===== config.mk =====
export PLATFORM = sky130hd
export DESIGN_NAME = cache_wb_ctrl
export DESIGN_NICKNAME = d
export VERILOG_FILES = /design/src/rtl/cache_wb_ctrl.sv
export SDC_FILE = /design/constraint.sdc
export NUM_CORES = 1
export LEC_CHECK = 0
export CAP_MARGIN = 15
export CORE_UTILIZATION = 57
export CTS_CLUSTER_DIAMETER = 40
export DETAILED_ROUTE_END_ITERATION = 10
export PLACE_DENSITY_LB_ADDON = 0.15
export RECOVER_POWER = 50
export SYNTH_ARGS = -nofsm -noshare
export SYNTH_HDL_FRONTEND = slang
export SYNTH_SLANG_ARGS = --single-unit

===== constraint.sdc =====
create_clock -name clk -period 3.57 [get_ports clk]
set_input_delay 0.714 -clock clk [delete_from_list [all_inputs] [get_ports clk]]
set_output_delay 0.714 -clock clk [all_outputs]
set_load 0.005 [all_outputs]

===== src/rtl/cache_wb_ctrl.sv =====
// cache_wb_ctrl: fully-associative write-back cache with round-robin victims.
// Hit/miss counters are built only when CACHE_STATS_EN is defined.
module cache_wb_ctrl #(
  parameter int NUM_LINES  = 4,
  parameter int ADDR_WIDTH = 8,
  parameter int DATA_WIDTH = 8
) (
  input  logic                  clk,
  input  logic                  reset,
  input  logic                  cpu_req_valid,
  output logic                  cpu_req_ready,
  input  logic                  cpu_req_we,
  input  logic [ADDR_WIDTH-1:0] cpu_req_addr,
  input  logic [DATA_WIDTH-1:0] cpu_req_wdata,
  output logic                  cpu_resp_valid,
  output logic                  cpu_resp_hit,
  output logic [DATA_WIDTH-1:0] cpu_resp_rdata,
  output logic                  mem_req_valid,
  output logic                  mem_req_we,
  output logic [ADDR_WIDTH-1:0] mem_req_addr,
  output logic [DATA_WIDTH-1:0] mem_req_wdata,
  input  logic                  mem_ack,
  input  logic [DATA_WIDTH-1:0] mem_rdata
`ifdef CACHE_STATS_EN
  ,
  output logic [15:0]           hit_count,
  output logic [15:0]           miss_count
`endif
);

  localparam int IW = (NUM_LINES > 1) ? $clog2(NUM_LINES) : 1;

  typedef enum logic [2:0] {
    IDLE, LOOKUP, EVICT, FILL, RESPOND
  } state_t;

  state_t state_q, state_d;

  logic [ADDR_WIDTH-1:0] tag_q  [NUM_LINES];
  logic [DATA_WIDTH-1:0] data_q [NUM_LINES];
  logic [NUM_LINES-1:0]  valid_q;
  logic [NUM_LINES-1:0]  dirty_q;
  logic [IW-1:0]         rr_q;
  logic [IW-1:0]         vic_q;

  logic                  we_q;
  logic [ADDR_WIDTH-1:0] addr_q;
  logic [DATA_WIDTH-1:0] wdata_q;

  logic          hit;
  logic [IW-1:0] hit_idx;
  logic          free;
  logic [IW-1:0] free_idx;
  logic [IW-1:0] vic;
  logic          vic_dirty;
  logic [IW-1:0] ins_idx;
  logic          ack;

  logic wr_hit;
  logic ins_wr;
  logic ins_fill;
  logic install;
  logic go_evict;
  logic go_fill;
  logic wb_done;

  assign ack       = mem_ack & mem_req_valid;
  assign vic       = free ? free_idx : rr_q;
  assign vic_dirty = valid_q[vic] & dirty_q[vic];
  assign ins_idx   = (state_q == LOOKUP) ? vic : vic_q;
  assign install   = ins_wr | ins_fill;

  assign cpu_req_ready  = (state_q == IDLE);
  assign cpu_resp_valid = (state_q == RESPOND);

  // tag match and lowest-index free line search
  always_comb begin
    hit      = 1'b0;
    hit_idx  = '0;
    free     = 1'b0;
    free_idx = '0;
    for (int i = NUM_LINES - 1; i >= 0; i--) begin
      if (valid_q[i] && tag_q[i] == addr_q) begin
        hit     = 1'b1;
        hit_idx = IW'(i);
      end
      if (!valid_q[i]) begin
        free     = 1'b1;
        free_idx = IW'(i);
      end
    end
  end

  // state register
  always_ff @(posedge clk or posedge reset) begin
    if (reset) state_q <= IDLE;
    else       state_q <= state_d;
  end

  // next state and per-cycle action strobes
  always_comb begin
    state_d  = state_q;
    wr_hit   = 1'b0;
    ins_wr   = 1'b0;
    ins_fill = 1'b0;
    go_evict = 1'b0;
    go_fill  = 1'b0;
    wb_done  = 1'b0;
    unique case (state_q)
      IDLE: begin
        if (cpu_req_valid) state_d = LOOKUP;
      end
      LOOKUP: begin
        if (hit) begin
          state_d = RESPOND;
          wr_hit  = we_q;
        end else if (vic_dirty) begin
          state_d  = EVICT;
          go_evict = 1'b1;
        end else if (we_q) begin
          state_d = RESPOND;
          ins_wr  = 1'b1;
        end else begin
          state_d = FILL;
          go_fill = 1'b1;
        end
      end
      EVICT: begin
        if (ack) begin
          wb_done = 1'b1;
          if (we_q) begin
            state_d = RESPOND;
            ins_wr  = 1'b1;
          end else begin
            state_d = FILL;
            go_fill = 1'b1;
          end
        end
      end
      FILL: begin
        if (ack) begin
          state_d  = RESPOND;
          ins_fill = 1'b1;
        end
      end
      RESPOND: state_d = IDLE;
      default: state_d = IDLE;
    endcase
  end

  // tag/data storage; contents are meaningless until valid is set
  always_ff @(posedge clk) begin
    if (wr_hit) data_q[hit_idx] <= wdata_q;
    if (install) begin
      tag_q[ins_idx]  <= addr_q;
      data_q[ins_idx] <= ins_fill ? mem_rdata : wdata_q;
    end
  end

  // request latch, line status, replacement pointer and bus registers
  always_ff @(posedge clk or posedge reset) begin
    if (reset) begin
      we_q           <= 1'b0;
      addr_q         <= '0;
      wdata_q        <= '0;
      valid_q        <= '0;
      dirty_q        <= '0;
      rr_q           <= '0;
      vic_q          <= '0;
      cpu_resp_hit   <= 1'b0;
      cpu_resp_rdata <= '0;
      mem_req_valid  <= 1'b0;
      mem_req_we     <= 1'b0;
      mem_req_addr   <= '0;
      mem_req_wdata  <= '0;
    end else begin
      if (state_q == IDLE && cpu_req_valid) begin
        we_q    <= cpu_req_we;
        addr_q  <= cpu_req_addr;
        wdata_q <= cpu_req_wdata;
      end
      if (state_q == LOOKUP) begin
        vic_q        <= vic;
        cpu_resp_hit <= hit;
        if (hit && !we_q) cpu_resp_rdata <= data_q[hit_idx];
      end
      if (ins_fill) cpu_resp_rdata <= mem_rdata;
      if (wb_done) dirty_q[vic_q] <= 1'b0;
      if (wr_hit) dirty_q[hit_idx] <= 1'b1;
      if (install) begin
        valid_q[ins_idx] <= 1'b1;
        dirty_q[ins_idx] <= ins_wr;
        if (valid_q[ins_idx]) rr_q <= rr_q + 1'b1;
      end
      if (go_evict) begin
        mem_req_valid <= 1'b1;
        mem_req_we    <= 1'b1;
        mem_req_addr  <= tag_q[vic];
        mem_req_wdata <= data_q[vic];
      end else if (go_fill) begin
        mem_req_valid <= 1'b1;
        mem_req_we    <= 1'b0;
        mem_req_addr  <= addr_q;
      end else if (ack) begin
        mem_req_valid <= 1'b0;
      end
    end
  end

`ifdef CACHE_STATS_EN
  // saturating hit/miss counters, stepped once per lookup
  always_ff @(posedge clk or posedge reset) begin
    if (reset) begin
      hit_count  <= '0;
      miss_count <= '0;
    end else if (state_q == LOOKUP) begin
      if (hit) begin
        if (hit_count != 16'hFFFF) hit_count <= hit_count + 16'd1;
      end else begin
        if (miss_count != 16'hFFFF) miss_count <= miss_count + 16'd1;
      end
    end
  end
`endif

endmodule


# After elaboration in Yosys (flattened, before gate mapping)
# Memories as Yosys holds them, arrays and structs flattened. A register that Yosys moved wholly into a read port is not among the register bits.
# Cells that the tools add are included.
# W data, S select, Z words.
# word_totals
register_bits	51
latchBits	0
ram_bits	64
romBits	0
in_bits	29
output_inout_bits	29
mem_count	2
# op_classes
n_addsub	1
multipliers	0
div	0
n_lt_le_gt_ge	7
eq_ne	11
shifts	0
mux	77
bitwise	7
n_reduce_logical	19
# mem_list
memory	words	word_bits	read_ports	rd_ports_with_merged_regs	write_ports	line	text
data_q	4	8	2	1	1	40	logic [DATA_WIDTH-1:0] data_q [NUM_LINES];
tag_q	4	8	5	0	1	39	logic [ADDR_WIDTH-1:0] tag_q [NUM_LINES];
# ops
op	count
$mux W8	7
$mux W1	40
$eq A8 B8 Y1	4
$mux W2	11
$mux W3	6
$lt A2 B3 Y1 const B	4
$mux W4	3
$pmux W3 S4	1
$logic_and A1 B1 Y1	9
$or A4 B4 Y4	2
$reduce_or A8 Y1	1
$bmux W1 S2	3
$demux W1 S2	3
$eq A3 B2 Y1 const B	2
$ge A2 B1 Y1 const B	3
$ne A2 B2 Y1 const B	3
$reduce_bool A2 Y1	3
$and A4 B4 Y4	1
$bwmux W4	1
$not A4 Y4	1
$pmux W1 S2	2
$reduce_and A2 Y1	2
$eq A3 B1 Y1 const B	1
$eq A3 B3 Y1 const B	1
7 further kinds	8

# Logic depth before layout (Yosys ltp)
# depth
depth_word	16
mapped_depth	10
mapped_depth_nobuf	7

# Worst setup path after synthesis
# Ideal clock, no wire load.
# synth_path
path_kind	flip-flop to flip-flop
startpoint	register state_q[2]
endpoint	memory data_q[2][0], enable pin
arrival_time_ps	2208
t_required_ps	3239
slack_ps	1031
stages_incl_launch_ff	8
n_path_buf	2
synth_period_minus_slack_ps	2539
path_cell_list	dfrtp_1 -> clkbuf_1 -> nor3b_4 -> and2_1 -> clkbuf_1 -> a31oi_1 -> nor2_1 -> a31o_1
# synth_between
elab_chain_len	7
word_cells_on_any_way	15
classes_between	eq/ne (3); mux (10); bitwise (1); reduce/logical (1)
# synth_lines
element	line	text
start: declaration	37	state_t state_q, state_d;
start signal: assignment	97	else state_q <= state_d;
$eq A3 B2 Y1 / $eq A3 B1 Y1 (equally long branches)	109, 70	
$pmux W1 S2 / $mux W1 (equally long branches)	109	unique case (state_q)
$or A1 B1 Y1	71	assign install = ins_wr | ins_fill;
$mux W1	154	if (install) begin
$mux W1	156	data_q[ins_idx] <= ins_fill ? mem_rdata : wdata_q;
$reduce_or A8 Y1 (no line)	n/a	
$mux W2 (no line) / $mux W1 (equally long branches)	n/a	
end: declaration	40	
# Parallel ways exist; a longest one is shown, timed or not.

# Worst setup path after layout
# layout_path
startpoint	register addr_q[5]
endpoint	register cpu_resp_rdata[6]
# layout_between
elab_chain_len	10
word_cells_on_any_way	23
classes_between	eq/ne (4); mux (11); reduce/logical (7); memory (1)
# layout_lines
element	line	text
start: declaration	47	logic [ADDR_WIDTH-1:0] addr_q;
start signal: assignment	179	addr_q <= cpu_req_addr;
$eq A8 B8 Y1	83	if (valid_q[i] && tag_q[i] == addr_q) begin
$logic_and A1 B1 Y1	83	
$mux W2 (4 in a row)	83	
$mem_v2 Z4 W8	n/a	
$mux W8	185	if (hit && !we_q) cpu_resp_rdata <= data_q[hit_idx];
$mux W8	182	if (state_q == LOOKUP) begin
$mux W8	187	if (ins_fill) cpu_resp_rdata <= mem_rdata;
end signal: assignment	185	
end signal: assignment	187	
end: declaration	17	output logic [DATA_WIDTH-1:0] cpu_resp_rdata,
# Parallel ways exist; a longest one is shown, timed or not. The select of a mux whose other input is x is not followed.
# A chain may end at the register's enable or synchronous reset.

==> results by group <==
Synth
  – Mean post-synth cell area: 12.46 um^2
  – Syn Nets: 515
  – Ys Warns: 0
  – Sequential share of the synthesized area: 0.5610
  – Synth area leader: edfxtp_1
  – Post-synthesis instance total: 486
  – Yosys reg bits: 123
  – Top-area cell type share of the netlist area: 0.3173
  – Synth async-reset ratio: 0.4797
  – Ys flop type: edfxtp_1
  – Netlist cell types: 60
  – Synthesized area: 6057 um^2
  – Number of synthesized flops with an enable pin: 64
  – Top cells by area, synth: edfxtp_1, dfrtp_1, mux2_2

Status
  – Failing checks: capacitance limit, slew limit
  – Outcome: finished with violations

Clocking
  – Htree depth: 4
  – # hold bufs at CTS: 0
  – Maximum clock path buffer count: 2
  – Post-CTS setup buffers: 0
  – Reg clk slew, reported paths: 0.05 ns
  – CTS tree: done
  – CTS sink cnt: 123
  – Post-CTS sizing: 0
  – Clk_lat worst skew: 0.53 ns
  – CTS Root Buffer Type: clkbuf_8
  – CTS Buf Count: 17

Final layout
  – Area grow syn2layout: 19.05%
  – Total Nets Final: 565
  – Final non-filler cell area: 7211 um^2
  – Commonest non-fill, non-tap cell in the layout: edfxtp_1
  – Fin cells: 685
  – Share of cells above drive strength 1: 0.1621
  – Diodes inserted: 0
  – Most frequent cells in the layout: edfxtp_1, dfrtp_1, clkdlybuf4s50_1

Worst hold path
  – Hold/Removal Path Class: register to register
  – Hold Startpoint: mem_req_wdata[4]
  – Hold depth: 1
  – Hold Crit Endpoint: mem_req_wdata[4]

Global route
  – Overflow left after global routing: 0
  – Total GRT Usage: 0.2824
  – Largest net degree at the start of global routing: 60
  – Number of global-route vias before repair: 4371
  – Initial antenna violation count: 0
  – First-pass GRT wire length: 23180 um

STA
  – RSZ-0062 raised after global routing: no
  – Fmax: 0.3147 GHz
  – TNS Setup: 0 ns
  – Fin. Hold Viols: 0
  – Clk_skew: 0.01036 ns
  – Slew @ Worst Pin: 1.534 ns
  – Period utilization: 0.8902
  – Slew Limit Fails: 60
  – Endpoints failing setup: 0
  – Final Critical Period: 3.178 ns
  – Max-Slew Margin vs Limit: -0.02271

Die
  – Starting Density: 0.5867
  – Die area: 11040 um^2
  – Die X: 105.1 um
  – I/O pin count: 58
  – Standard-cell rows: 37
  – Core Area: 10320 um^2
  – Die extent in y: 105.1 um

Place
  – Area after DPL: 6675 um^2
  – # port buffers: 57
  – Global placer's final weighted congestion: 0.8887
  – Detailed Place HPWL: 9644 um
  – Placed cells: 653

Critical path
  – Critical Path AT: 3.56 ns
  – Worst Setup Start Kind: register
  – Crit. Startpoint: addr_q[5]
  – Worst R2R Path Depth: 7
  – Worst path required time: 3.95 ns
  – Critical path cell sequence: xnor2_1 > nand3_1 > nor3_2 > or2_1 > a21oi_1 > a2111oi_0 > nor2_1
  – Worst path slowest cell: nor3_2
  – Worst r2r dst: cpu_resp_rdata[6]
  – Worst Path Max Fanout: 13
  – Critical path class: register to register
  – Reg2reg start: addr_q[5]
  – Crit end category: register
  – R2r setup slk: 0.39 ns
  – Critical path's largest stage delay: 0.76 ns

Route
  – DR WL/cell: 20.78 um
  – Post-route ant nets: 0
  – DR pass1 iterations: 5
  – DRT iter0 DRCs: 388
  – Wirelength, routed: 14240 um
  – Vias per std cell: 6.242
  – Post-route DRC: 0
  – DR vias: 4276

Pwr
  – Pwr/cell area: 891.2 nW/um^2
  – Total power draw: 6426 uW
  – Maximum vdd ir drop: 0.5161 mV
  – LEAKAGE: 0.002583 uW

Job
  – Max-cap violations: 1
==> routing by layer <==
metal	GRT usage	vias to the layer above	share of wire
li1	-	1916	-
met1	0.3922	2138	0.44
met2	0.4352	190	0.48
met3	0.06301	32	0.067
met4	0.1107	0	0.019
met5	0	-	0
==> area by class of cell <==
| class | instances | area [um^2] |
|---|---|---|
| Fill cell | 726 | 3113 |
| Sequential cell | 123 | 3398 |
| Inverter | 7 | 26.28 |
| Tap cell | 136 | 170.2 |
| Timing Repair Buffer | 68 | 643.1 |
| Clock inverter | 8 | 95.09 |
| Multi-Input combinational cell | 319 | 2427 |
| Clock buffer | 24 | 450.4 |
==> cell families (layout without fill, tap and decap cells) <==
| group | after synthesis | after routing | synth area share |
|---|---|---|---|
| AO/OA/AOI/OAI | 86 | 86 | 0.09585 |
| XOR/XNOR | 34 | 34 | 0.04916 |
| buffers and inverters | 44 | 107 | 0.03821 |
| flip-flops | 123 | 123 | 0.5610 |
| multiplexers | 54 | 54 | 0.1293 |
| AND/OR/NAND/NOR | 145 | 145 | 0.1264 |
==> state kept, by name, indices dropped and copies added (netlist names), 4 cells and up <==
signal / count
mem_req_addr: 8
tag_q: 32
wdata_q: 8
dirty_q: 4
data_q: 32
cpu_resp_rdata: 8
valid_q: 4
addr_q: 8
mem_req_wdata: 8
==> Yosys cell counts (all sizes together), types with 2 or more instances <==
cell and n:
a31o 2, buf 21, o22ai 9, and2 4, dfrtp 59, or3 4, nand4 5, edfxtp 64
nor2 30, a31oi 11, mux4 16, or2 4, mux2 34, nand3 22, a21oi 18, o21ai 15
nor4 2, nor3 8, nand2 44, mux2i 4, xnor2 34, nor3b 2, nand2b 7, clkbuf 16
a2111oi 8, o21a 2, inv 7, and3 8, a41oi 8
==> critical path, delay by kind of cell, from the launching register on <==
kind	cells	cell delay [ns]
AO/OA/AOI/OAI	2	0.78
AND/OR/NAND/NOR	4	1.43
flip-flops	1	0.51
XOR/XNOR	1	0.31
==> per-stage QoR <==
step	utilization	worst slack (ns)	hold slack [ns]
after CTS	0.6994	0.4444	0.4922
final	0.6985	0.3921	0.4816
after global placement	0.6466	0.6414	0.4767
after floorplan	-	1.031	0.4750
after global routing	0.6985	0.1817	0.4949
after detailed placement	0.6466	0.4951	0.4794
==> worst max path at each step <==
stage          depth (start not counted)           endpoint
2_1_floorplan                          7       data_q[2][0]
3_3_place_gp                           6    mem_req_addr[2]
3_5_place_dp                           7       data_q[2][0]
4_1_cts                                7  cpu_resp_rdata[5]
5_1_grt                                7       data_q[2][2]
6_report                               7  cpu_resp_rdata[6]
==> where the power goes <==
group	leakage [uW]	internal, uW	switching [uW]
sequential	0.00127	2040	484
clock	0.000263	1000	576
combinational	0.00105	1210	1110
total	0.00258	4260	2170
No activity file was read; power rests on OpenSTA's default activity.
